[config.mk]
export PLATFORM = sky130hd
export DESIGN_NAME = ctrl_unit
export DESIGN_NICKNAME = d
export VERILOG_FILES = /design/src/rtl/alu_pkg.sv /design/src/rtl/ctrl_pkg.sv /design/src/rtl/ctrl_decoder.sv /design/src/rtl/ctrl_unit.sv
export SDC_FILE = /design/constraint.sdc
export NUM_CORES = 1
export LEC_CHECK = 0
export ABC_CLOCK_PERIOD_IN_PS = 1900
export CELL_PAD_IN_SITES_DETAIL_PLACEMENT = 1
export CELL_PAD_IN_SITES_GLOBAL_PLACEMENT = 2
export CORE_MARGIN = 2
export CORE_UTILIZATION = 25
export DETAILED_ROUTE_END_ITERATION = 12
export PLACE_DENSITY = 0.72
export SLEW_MARGIN = 20
export SYNTH_ARGS = -nofsm -noshare
export SYNTH_HDL_FRONTEND = slang
export SYNTH_SLANG_ARGS = --single-unit
[constraint.sdc]
create_clock -name clk -period 1.9 [get_ports clk]
set_input_delay 0.285 -clock clk [delete_from_list [all_inputs] [get_ports clk]]
set_output_delay 0.285 -clock clk [all_outputs]
set_load 0.01 [all_outputs]
[src/rtl/alu_pkg.sv]
// ALU command encoding shared by the datapath and its control unit.
package alu;

  typedef enum logic [2:0] {
    ALU_ADD,
    ALU_SUB,
    ALU_AND,
    ALU_OR,
    ALU_XOR,
    ALU_SHL,
    ALU_SHR
  } AluCmd;

endpackage

[src/rtl/ctrl_pkg.sv]
// Control-unit types: instruction opcodes, sequencer states and datapath mux controls.
package ctrl;

  typedef enum logic [3:0] {
    OP_NOP  = 4'h0,
    OP_LDI  = 4'h1,
    OP_ADD  = 4'h2,
    OP_SUB  = 4'h3,
    OP_AND  = 4'h4,
    OP_OR   = 4'h5,
    OP_XOR  = 4'h6,
    OP_SHL  = 4'h7,
    OP_SHR  = 4'h8,
    OP_JMP  = 4'h9,
    OP_HALT = 4'hF
  } Opcode;

  typedef enum logic [1:0] {
    ST_IDLE,
    ST_FETCH,
    ST_EXEC,
    ST_HALT
  } CtrlState;

  typedef struct packed {
    logic dst_in_sel;  // 1 = immediate, 0 = ALU result
  } CtrlSig;

endpackage

[src/rtl/ctrl_decoder.sv]
// Pure combinational opcode decode; gating with the EXEC state is done by the caller.
module ctrl_decoder
  import alu::*;
  import ctrl::*;
(
  input  logic [3:0] opcode,
  output logic       reg_wr_en_raw,
  output AluCmd      alu_cmd,
  output CtrlSig     ctrl_sig,
  output logic       is_jmp,
  output logic       is_halt,
  output logic       is_illegal
);

  always_comb begin
    // NOTE: every output gets a default before the case so no path leaves one unassigned (no latch).
    reg_wr_en_raw = 1'b0;
    alu_cmd       = ALU_ADD;
    ctrl_sig      = '0;
    is_jmp        = 1'b0;
    is_halt       = 1'b0;
    is_illegal    = 1'b0;
    case (opcode)
      OP_NOP:  ;
      OP_LDI:  begin reg_wr_en_raw = 1'b1; ctrl_sig.dst_in_sel = 1'b1; end
      OP_ADD:  reg_wr_en_raw = 1'b1;
      OP_SUB:  begin reg_wr_en_raw = 1'b1; alu_cmd = ALU_SUB; end
      OP_AND:  begin reg_wr_en_raw = 1'b1; alu_cmd = ALU_AND; end
      OP_OR:   begin reg_wr_en_raw = 1'b1; alu_cmd = ALU_OR;  end
      OP_XOR:  begin reg_wr_en_raw = 1'b1; alu_cmd = ALU_XOR; end
      OP_SHL:  begin reg_wr_en_raw = 1'b1; alu_cmd = ALU_SHL; end
      OP_SHR:  begin reg_wr_en_raw = 1'b1; alu_cmd = ALU_SHR; end
      OP_JMP:  is_jmp  = 1'b1;
      OP_HALT: is_halt = 1'b1;
      default: is_illegal = 1'b1;  // A..E behave as NOP
    endcase
  end

endmodule

[src/rtl/ctrl_unit.sv]
// Fetch/decode sequencer: fetches 16-bit instructions over req/ack and drives
// the datapath controls for one EXEC cycle per instruction.
module ctrl_unit
  import alu::*;
  import ctrl::*;
#(
  parameter int PC_W = 8
) (
  input  logic            clk,
  input  logic            rst,
  input  logic            run,
  output logic            imem_req,
  output logic [PC_W-1:0] imem_addr,
  input  logic            imem_ack,
  input  logic [15:0]     imem_data,
  output logic            reg_wr_en,
  output logic [11:0]     operands,
  output AluCmd           alu_cmd,
  output CtrlSig          ctrl_sig,
  output logic [PC_W-1:0] pc,
  output logic            halted,
  output logic            illegal
);

  CtrlState    state;
  CtrlState    next_state;
  logic [15:0] ir;
  logic        illegal_q;
  logic        reg_wr_en_raw;
  logic        is_jmp;
  logic        is_halt;
  logic        is_illegal;

  ctrl_decoder u_decoder (
    .opcode        (ir[15:12]),
    .reg_wr_en_raw (reg_wr_en_raw),
    .alu_cmd       (alu_cmd),
    .ctrl_sig      (ctrl_sig),
    .is_jmp        (is_jmp),
    .is_halt       (is_halt),
    .is_illegal    (is_illegal)
  );

  assign operands  = ir[11:0];
  assign imem_addr = pc;

  always_ff @(posedge clk or posedge rst) begin
    // NOTE: sequential state uses non-blocking assignments so all flops update from pre-edge values.
    if (rst) state <= ST_IDLE;
    else     state <= next_state;
  end

  always_comb begin
    next_state = state;
    case (state)
      ST_IDLE:  if (run) next_state = ST_FETCH;
      ST_FETCH: if (imem_ack) next_state = ST_EXEC;
      ST_EXEC:  next_state = is_halt ? ST_HALT : ST_FETCH;
      ST_HALT:  if (run) next_state = ST_FETCH;
      default:  next_state = ST_IDLE;
    endcase
  end

  // IR, pc, sticky illegal flag and the registered fetch request.
  always_ff @(posedge clk or posedge rst) begin
    if (rst) begin
      ir        <= '0;
      pc        <= '0;
      illegal_q <= 1'b0;
      imem_req  <= 1'b0;
    end else begin
      imem_req <= (next_state == ST_FETCH);
      if (state == ST_FETCH && imem_ack) ir <= imem_data;
      if (state == ST_EXEC) begin
        pc <= is_jmp ? ir[PC_W-1:0] : pc + PC_W'(1);
        if (is_illegal) illegal_q <= 1'b1;
      end
    end
  end

  always_comb begin
    reg_wr_en = (state == ST_EXEC) && reg_wr_en_raw;
    halted    = (state == ST_HALT);
    illegal   = illegal_q || ((state == ST_EXEC) && is_illegal);
  end

endmodule

# ---- After elaboration in Yosys (flattened, before gate mapping)
# Cells that the tools add are included.
dict set report word_totals {
  inputBits 20
  reg_bits 28
  out_inout_bits 36
  wordCells 42
}
dict set report classes {
  eq_ne 14
  reduce_logical 10
  bitwise_logic 1
  addsub 1
  muxes 11
}
# op n
set ops {}
lappend ops {{one-hot mux 3 bit (6 select lines)} 1}
lappend ops {{equality test 4 x 3 -> 1 bit (second input constant)} 4}
lappend ops {{equality test 4 bit (second input constant)} 3}
lappend ops {{OR reduction 11 bit} 1}
lappend ops {{adder 8 x 1 -> 8 bit (second input constant)} 1}
lappend ops {{equality test 4 x 2 -> 1 bit (second input constant)} 2}
lappend ops {{two-way mux 8 bit} 1}
lappend ops {{OR reduction 8 bit} 1}
lappend ops {{two-way mux 2 bit} 3}
lappend ops {{one-hot mux 2 bit (3 select lines)} 1}
lappend ops {{two-way mux 1 bit} 5}
lappend ops {{equality test 2 x 1 -> 1 bit (second input constant)} 2}
lappend ops {{equality test 2 bit (second input constant)} 2}
lappend ops {{equality test 4 x 1 -> 1 bit (second input constant)} 1}
lappend ops {{logical NOT 4 bit} 1}
lappend ops {{logical AND 1 bit} 3}
lappend ops {{logical NOT 2 bit} 1}
lappend ops {{AND reduction 2 bit} 1}
lappend ops {{OR reduction 2 bit} 1}
lappend ops {{logical OR 1 bit} 1}
lappend ops {{NOT 1 bit} 1}

# ---- Depth between registers and ports, before layout
# Gate-level depths: netlist (run 1).
dict set report depth {
  ltp_word 5
  ltp_mapped 6
  ltp_nobuf 5
}

# ---- Hierarchy
# Synthesis (run 1) repeated with hierarchy kept, for this count alone.
dict set report unflattened {
  hier_cells 148
  hier_area_um2 1576.5
}
# mod cells_per_inst seq_area_each_um2 n_inst area_each_um2
set modules_own_cells {}
lappend modules_own_cells {ctrl_unit 129 700.7 1 1465.2}
lappend modules_own_cells {ctrl_decoder 19 0.0 1 111.4}

# ---- Worst setup path before layout (run 1)
# Ideal clock, no wire load.
dict set report synth_path {
  kind {reg-to-reg}
  from {reg state[0]}
  to {reg ir[0]}
  setup_time_ps 125
  arrival_time_ps 1348
  n_path_buf 1
  slack_ps 428
  required_time_ps 1775
  synth_period_minus_slack_ps 1472
  stages_incl_launch_ff 5
  cell_sequence {dfrtp_1 ha_1 nand2_1 buf_2 mux2_2}
}
dict set report synth_via {
  elab_chain_cells 2
}
# element line
set synth_rtl {}
lappend synth_rtl {{start: declaration} ctrl_unit.sv:25} ;# CtrlState state;
lappend synth_rtl {{start signal: assignment} ctrl_unit.sv:50} ;# else state <= next_state;
lappend synth_rtl {{equality test 2 x 1 -> 1 bit} ctrl_unit.sv:73} ;# if (state == ST_FETCH && imem_ack) ir <= imem_data;
lappend synth_rtl {{logical AND 1 bit} ctrl_unit.sv:73}
lappend synth_rtl {{end signal: assignment} ctrl_unit.sv:73}
lappend synth_rtl {{end: declaration} ctrl_unit.sv:27} ;# logic [15:0] ir;
# No other way between the ends.
# A chain may end at the register's enable or synchronous reset.

# ---- Final worst setup path (run 1)
dict set report layout_path {
  from {reg state[0]}
  to {out illegal}
}
dict set report layout_via {
  elab_chain_cells 3
}
# element line
set layout_rtl {}
lappend layout_rtl {{equality test 2 bit} ctrl_unit.sv:84} ;# illegal = illegal_q || ((state == ST_EXEC) && is_illegal);
lappend layout_rtl {{logical AND 1 bit} ctrl_unit.sv:84}
lappend layout_rtl {{logical OR 1 bit} ctrl_unit.sv:84}
lappend layout_rtl {{end: declaration} ctrl_unit.sv:22} ;# output logic illegal
# No other way between the ends.

==> results.sh, run 1 <==
export IMPL_dr_pass1_iters=4
export IMPL_overflow=0
export IMPL_slew_headroom=0.740
export IMPL_num_antenna_cells=0
export IMPL_clk_latency_ps=270
export IMPL_via_count=1206
export IMPL_cap_violations=0
export IMPL_netlist_top_cells_area="dfrtp_1 (44%), mux2_2 (11%), buf_4 (9.9%)"
export IMPL_rrSetupSlack_ps=290
export IMPL_finalWirelength_um=3820
export IMPL_clockPowerShare=0.108
export IMPL_vias_per_cell=4.48
export IMPL_grt_busiest_layer="met2"
export IMPL_seq_area_um2=701
export IMPL_synthArstFlopShare=1.00
export IMPL_cpPeakStageDelay_ps=390
export IMPL_cp_arrival_ps=1480
export IMPL_grt_usage=0.112
export IMPL_finalSetupTns_ps=0
export IMPL_grt_start_max_net_pins=29
export IMPL_synthTopCellsByCount="dfrtp_1 (28), buf_4 (21), mux2_2 (16), inv_1 (9), nand2_1 (8)"
export IMPL_drc_errors=0
export IMPL_die_area_mm2=0.00703
export IMPL_drive_above_1_share=0.193
export IMPL_initial_core_util=0.255
export IMPL_grt_pass1_wl_um=6350
export IMPL_cp_start_kind="flop"
export IMPL_pwr_share_comb=0.564
export IMPL_n_fill_cell=718
export IMPL_cts_tree="yes"
export IMPL_peakVddDrop_mv=0.558
export IMPL_p_total_w=0.00350
export IMPL_p_int_w=0.00220
export IMPL_placed_cell_area_mm2=0.00213
export IMPL_drv_slew=0
export IMPL_cp_slowest_cell="dfrtp_1"
export IMPL_ys_ff_latch=28
export IMPL_worstPathRequired_ps=1620
export IMPL_clockRootBuffer="clkbuf_8"
export IMPL_min_path_type="input port to async pin"
export IMPL_die_w_um=83.9
export IMPL_first_global_vias=1254
export IMPL_synth_area_leader_cell="dfrtp_1"
export IMPL_fin_skew_ps=2.47
export IMPL_hold_buffers=0
export IMPL_ys_types=40
export IMPL_use_met3=0.0208
export IMPL_min_period_over_period=0.931
export IMPL_seq_area_frac_synth=0.440
export IMPL_hold_viol=0
export IMPL_grtUsageMet2=0.181
export IMPL_cts_num_sinks=28
export IMPL_powerDensity_mw_per_mm2=1600
export IMPL_synth_cells=149
export IMPL_syn_area_mm2=0.00159
export IMPL_synth_edf_count=0
export IMPL_design_area_mm2=0.00219
export IMPL_cts_buffers=3
export IMPL_wl_per_cell_um=14.2
export IMPL_layoutNonFillerInstCount=269
export IMPL_ant_nets=0
export IMPL_seqPwrFrac=0.328
export IMPL_status="completed"
export IMPL_cp_end_kind="primary output"
export IMPL_gp_congestion=0.707
export IMPL_path_class="flop to primary output"
export IMPL_synth_top_area_share=0.440
export IMPL_die_h_um=83.9
export IMPL_finalSetupViolCount=0
export IMPL_max_freq_ghz=0.565
export IMPL_multiInputGateArea_um2=682
export IMPL_h_tree_depth=1
export IMPL_placedCellCount=264
export IMPL_syn_to_final_growth_pct=37.4
export IMPL_cts_buffer_depth=2
export IMPL_io_buffer_count=55
export IMPL_crit_fanout=4
export IMPL_crit_path_cell_trace="inv_1 -> ha_2 -> nand2_1 -> nor2_2 -> a21o_1 -> dlygate4sd2_1"
export IMPL_p_sw_frac=0.372
export IMPL_finalCriticalPeriod_ps=1770
export IMPL_clk_pin_slew_worst_paths_ps=100
export IMPL_syn_nets=174
export IMPL_syn_area_per_cell_um2=10.7
export IMPL_rows=29
export IMPL_nNetsFinal=218
export IMPL_yosys_cell_count_top_type="dfrtp_1"
export IMPL_io_pins=56
export IMPL_drt_iter0_markers=92
export IMPL_place_hpwl_um=2790
export IMPL_antenna_found_initial=0
export IMPL_p_sw_w=0.00130
export IMPL_p_leak_nw=0.941
export IMPL_grtUsageMet1=0.153
export IMPL_synth_ff_type="dfrtp_1"
export IMPL_rsz0062_at_grt="no"
export IMPL_tightest_slew_ps=389
export IMPL_yosysWarnings=0
export IMPL_core_area_mm2=0.00624
[critical path: cells and delay by family (launching register included)]
| kind | cells | cell delay [ps] |
|---|---|---|
| DFF | 1 | 390 |
| buffers and inverters | 2 | 330 |
| adders and majority gates | 1 | 210 |
| and+or+nand+nor | 2 | 180 |
| AOI/OAI and AO/OA | 1 | 110 |
[layer usage]
layer	up-vias	routed length, um
li1	591	-
met3	2	164
met4	0	29
met2	30	1800
met5	-	0
met1	583	1820
[flip-flops by register name (all words and copies together), names as in the netlist]
signal,flops
ir,16
imem_req,1
illegal_q,1
imem_addr,8
state,2
[cells by family (layout without fill, tap and decap cells)]
group,after synthesis,after routing,synth area share
simple gates,38,38,0.136
xor+xnor,1,1,0.00550
flops,28,28,0.440
compound gates,20,20,0.0903
fa+ha+maj,5,5,0.0392
buf+inv,35,78,0.139
mux,22,22,0.151
[stage by stage]
stage          setup WS [ps]  hold slack [ps]  utilization
3_3_place_gp             101              442        0.342
5_1_grt                 14.4              394        0.351
3_5_place_dp            69.5              450        0.342
6_report                 131              376        0.351
2_1_floorplan            428              350            -
4_1_cts                 9.24              385        0.352
[power by group through the flow]
stage | registers (W) | logic, W | clock network (W)
6_report | 0.00115 | 0.00197 | 0.000377
5_1_grt | 0.00121 | 0.00216 | 0.000427
4_1_cts | 0.00115 | 0.00201 | 0.000402
3_5_place_dp | 0.00117 | 0.00202 | 0
3_3_place_gp | 0.00116 | 0.00200 | 0
2_1_floorplan | 0.00114 | 0.00127 | 0
[cells in the final DEF, fill, tap and decap left out, types with 2 or more instances in the layout]
cell and count:
mux2_2 16, nor3_1 2, clkbuf_8 4, a21oi_1 2, dfrtp_1 28, buf_4 9, a22oi_1 2, dlygate4sd2_1 4
clkbuf_2 2, mux2i_1 6, nand2_1 8, clkdlybuf4s50_1 49, nand4_1 2, nor2_1 4, nand2b_1 3, nand3_1 6
a21o_1 2, ha_1 4, or3_1 2, o21ai_0 3, inv_1 9, a2bb2oi_1 2
[worst paths after layout]
| kind | startpoint | to | cells past startpoint |
|---|---|---|---|
| min in group clk | illegal_q$_DFFE_PP0P_ | illegal_q$_DFFE_PP0P_ | 1 |
| min | rst | ir[9]$_DFFE_PP0P_ | 3 |
| max reg2reg | state[0]$_DFF_PP0_ | imem_req$_DFF_PP0_ | 6 |
| min reg2reg | illegal_q$_DFFE_PP0P_ | illegal_q$_DFFE_PP0P_ | 1 |
| max in group asynchronous | rst | imem_addr[5]$_DFFE_PP0P_ | 3 |
| max | state[0]$_DFF_PP0_ | illegal | 6 |
[timing repair]
action,4_1_cts,5_1_grt
pin swaps,0,0
buffers inserted,1,0
resized for setup,8,5
setup endpoints to repair,6,3
[final cells by class]
| type | count | share of cell area |
|---|---|---|
| timing repair buffer | 65 | 0.284 |
| inverter | 9 | 0.0154 |
| clock buffer | 4 | 0.0251 |
| multi-input combinational | 86 | 0.311 |
| sequential | 28 | 0.320 |
| tap | 77 | 0.0440 |
Note: power is estimated with default switching activity, not from simulation.
==> run 2: changes to the inputs <==
--- a/config.mk
+++ b/config.mk
@@ -11,6 +11,7 @@
 export CORE_MARGIN = 2
 export CORE_UTILIZATION = 25
 export DETAILED_ROUTE_END_ITERATION = 12
+export GPL_TIMING_DRIVEN = 0
 export PLACE_DENSITY = 0.72
 export SLEW_MARGIN = 20
 export SYNTH_ARGS = -nofsm -noshare
==> run 2 against run 1 <==
- utilization rose by 2.2 points
- clock power fell by 14%
- count of clock-buffer cells in the layout fell by 1
- setup slack got worse by 14 ps
- final cell count rose by 7.4%
- largest power group unchanged
==> results.sh, run 2 (same netlist as run 1, synthesis figures left out) <==
export IMPL_grt_pass1_wl_um=6270
export IMPL_crit_fanout=10
export IMPL_cts_tree="yes"
export IMPL_min_period_over_period=0.938
export IMPL_die_area_mm2=0.00703
export IMPL_rsz0062_at_grt="no"
export IMPL_overflow=0
export IMPL_die_h_um=83.9
export IMPL_r2r_start="state[0]$_DFF_PP0_"
export IMPL_final_common_cell="clkdlybuf4s50_1"
export IMPL_cts_buffer_depth=2
export IMPL_vias_per_cell=4.45
export IMPL_cts_buffers=3
export IMPL_peakVddDrop_mv=0.612
export IMPL_core_area_mm2=0.00624
export IMPL_syn_to_final_growth_pct=46.0
export IMPL_cap_violations=0
export IMPL_drc_errors=0
export IMPL_final_util=0.373
export IMPL_fin_skew_ps=1.82
export IMPL_drive_above_1_share=0.297
export IMPL_die_w_um=83.9
export IMPL_wl_per_cell_um=13.0
export IMPL_tightest_slew_ps=618
export IMPL_clk_pin_slew_worst_paths_ps=90
export IMPL_clockRootBuffer="clkbuf_8"
export IMPL_drt_iter0_markers=59
export IMPL_finalWirelength_um=3750
export IMPL_gp_congestion=0.704
export IMPL_largest_reg_flops=16
export IMPL_cp_arrival_ps=1950
export IMPL_status="completed"
export IMPL_slew_headroom=0.587
export IMPL_top_register="ir"
export IMPL_clk_latency_ps=270
export IMPL_antenna_found_initial=0
export IMPL_rows=29
export IMPL_cp_slowest_cell="dfrtp_1"
export IMPL_p_leak_nw=1.03
export IMPL_num_antenna_cells=0
export IMPL_n_fill_cell=731
export IMPL_powerDensity_mw_per_mm2=1600
export IMPL_crit_path_cell_trace="buf_4 -> ha_1 -> nand2_1 -> clkbuf_4 -> mux2_2"
export IMPL_dr_pass1_iters=5
export IMPL_h_tree_depth=1
export IMPL_cp_start_kind="flop"
export IMPL_max_freq_ghz=0.561
export IMPL_final_cell_mix="clkdlybuf4s50_1 (49), buf_4 (26), dfrtp_1 (26)"
export IMPL_io_buffer_count=55
export IMPL_first_global_vias=1254
export IMPL_initial_core_util=0.255
export IMPL_hold_buffers=0
export IMPL_grt_start_max_net_pins=29
export IMPL_nNetsFinal=239
export IMPL_ant_nets=0
export IMPL_p_total_w=0.00372
export IMPL_drv_slew=0
export IMPL_path_class="flop to flop"
export IMPL_worstPathRequired_ps=2060
export IMPL_hold_viol=0
export IMPL_cpPeakStageDelay_ps=410
export IMPL_io_pins=56
export IMPL_grt_usage=0.111
export IMPL_cts_num_sinks=28
export IMPL_finalSetupViolCount=0
export IMPL_cp_end_kind="flop"
export IMPL_finalCriticalPeriod_ps=1780
export IMPL_worstSetupStartpoint="state[0]$_DFF_PP0_"
export IMPL_min_path_type="input port to async pin"
export IMPL_via_count=1287
export IMPL_place_hpwl_um=2770
[run 2: area by class of cell]
type / instances / area, um2 / area share
multi-input cells: 86 / 687 / 0.295
clock buffers: 3 / 41.3 / 0.0177
plain buffers: 26 / 196 / 0.0844
inverters: 9 / 33.8 / 0.0145
flip-flops and latches: 28 / 703 / 0.302
well taps: 77 / 96.3 / 0.0414
repair buffers: 60 / 569 / 0.245
[run 2: critical path, delay by kind of cell, from the launching register on]
family        cells  cell delay, ps
simple gates      1             270
mux               1             350
fa+ha+maj         1             180
buf+inv           2             460
flops             1             410
[run 2: repair_timing]
action | in CTS | in global routing
pin swaps | 0 | 1
buffers inserted | 1 | 4
gates resized for setup | 16 | 12
endpoints found under the setup margin | 5 | 12
[run 2: metal layers]
layer  track usage  up-vias  wire [um]
met5             0        -          0
met4        0.0396        0         29
met3        0.0257        2        189
met2         0.172       30       1770
met1         0.151      620       1760
li1              -      635          -
[run 2: power breakdown]
part	internal [W]	switching, W
registers	0.000884	0.000283
clock network	0.000142	0.000181
logic	0.00136	0.000870
[run 2: final timing paths]
| path | endpoint | slack [ps] | cells past startpoint |
|---|---|---|---|
| min in group clk | illegal_q$_DFFE_PP0P_ | 470 | 1 |
| setup / recovery | ir[2]$_DFFE_PP0P_ | 120 | 5 |
| max in group asynchronous | ir[12]$_DFFE_PP0P_ | 1060 | 2 |
| setup reg to reg | ir[2]$_DFFE_PP0P_ | 120 | 5 |
| hold reg to reg | illegal_q$_DFFE_PP0P_ | 470 | 1 |
| hold / removal | ir[10]$_DFFE_PP0P_ | 400 | 2 |
[run 2: through the flow]
| step | cell area, um2 | setup WS, ps | TNS, ps | hold WS, ps | std cells |
|---|---|---|---|---|---|
| finish | 2330 | 118 | 0 | 401 | 289 |
| global route | 2330 | 12.6 | 0 | 466 | 289 |
| CTS | 2290 | 11.9 | 0 | 427 | 285 |
| detailed placement | 2240 | -124 | -270 | 450 | 281 |
| global placement | 2240 | -123 | -312 | 440 | 281 |
| floorplan | 1590 | 428 | 0 | 350 | 149 |
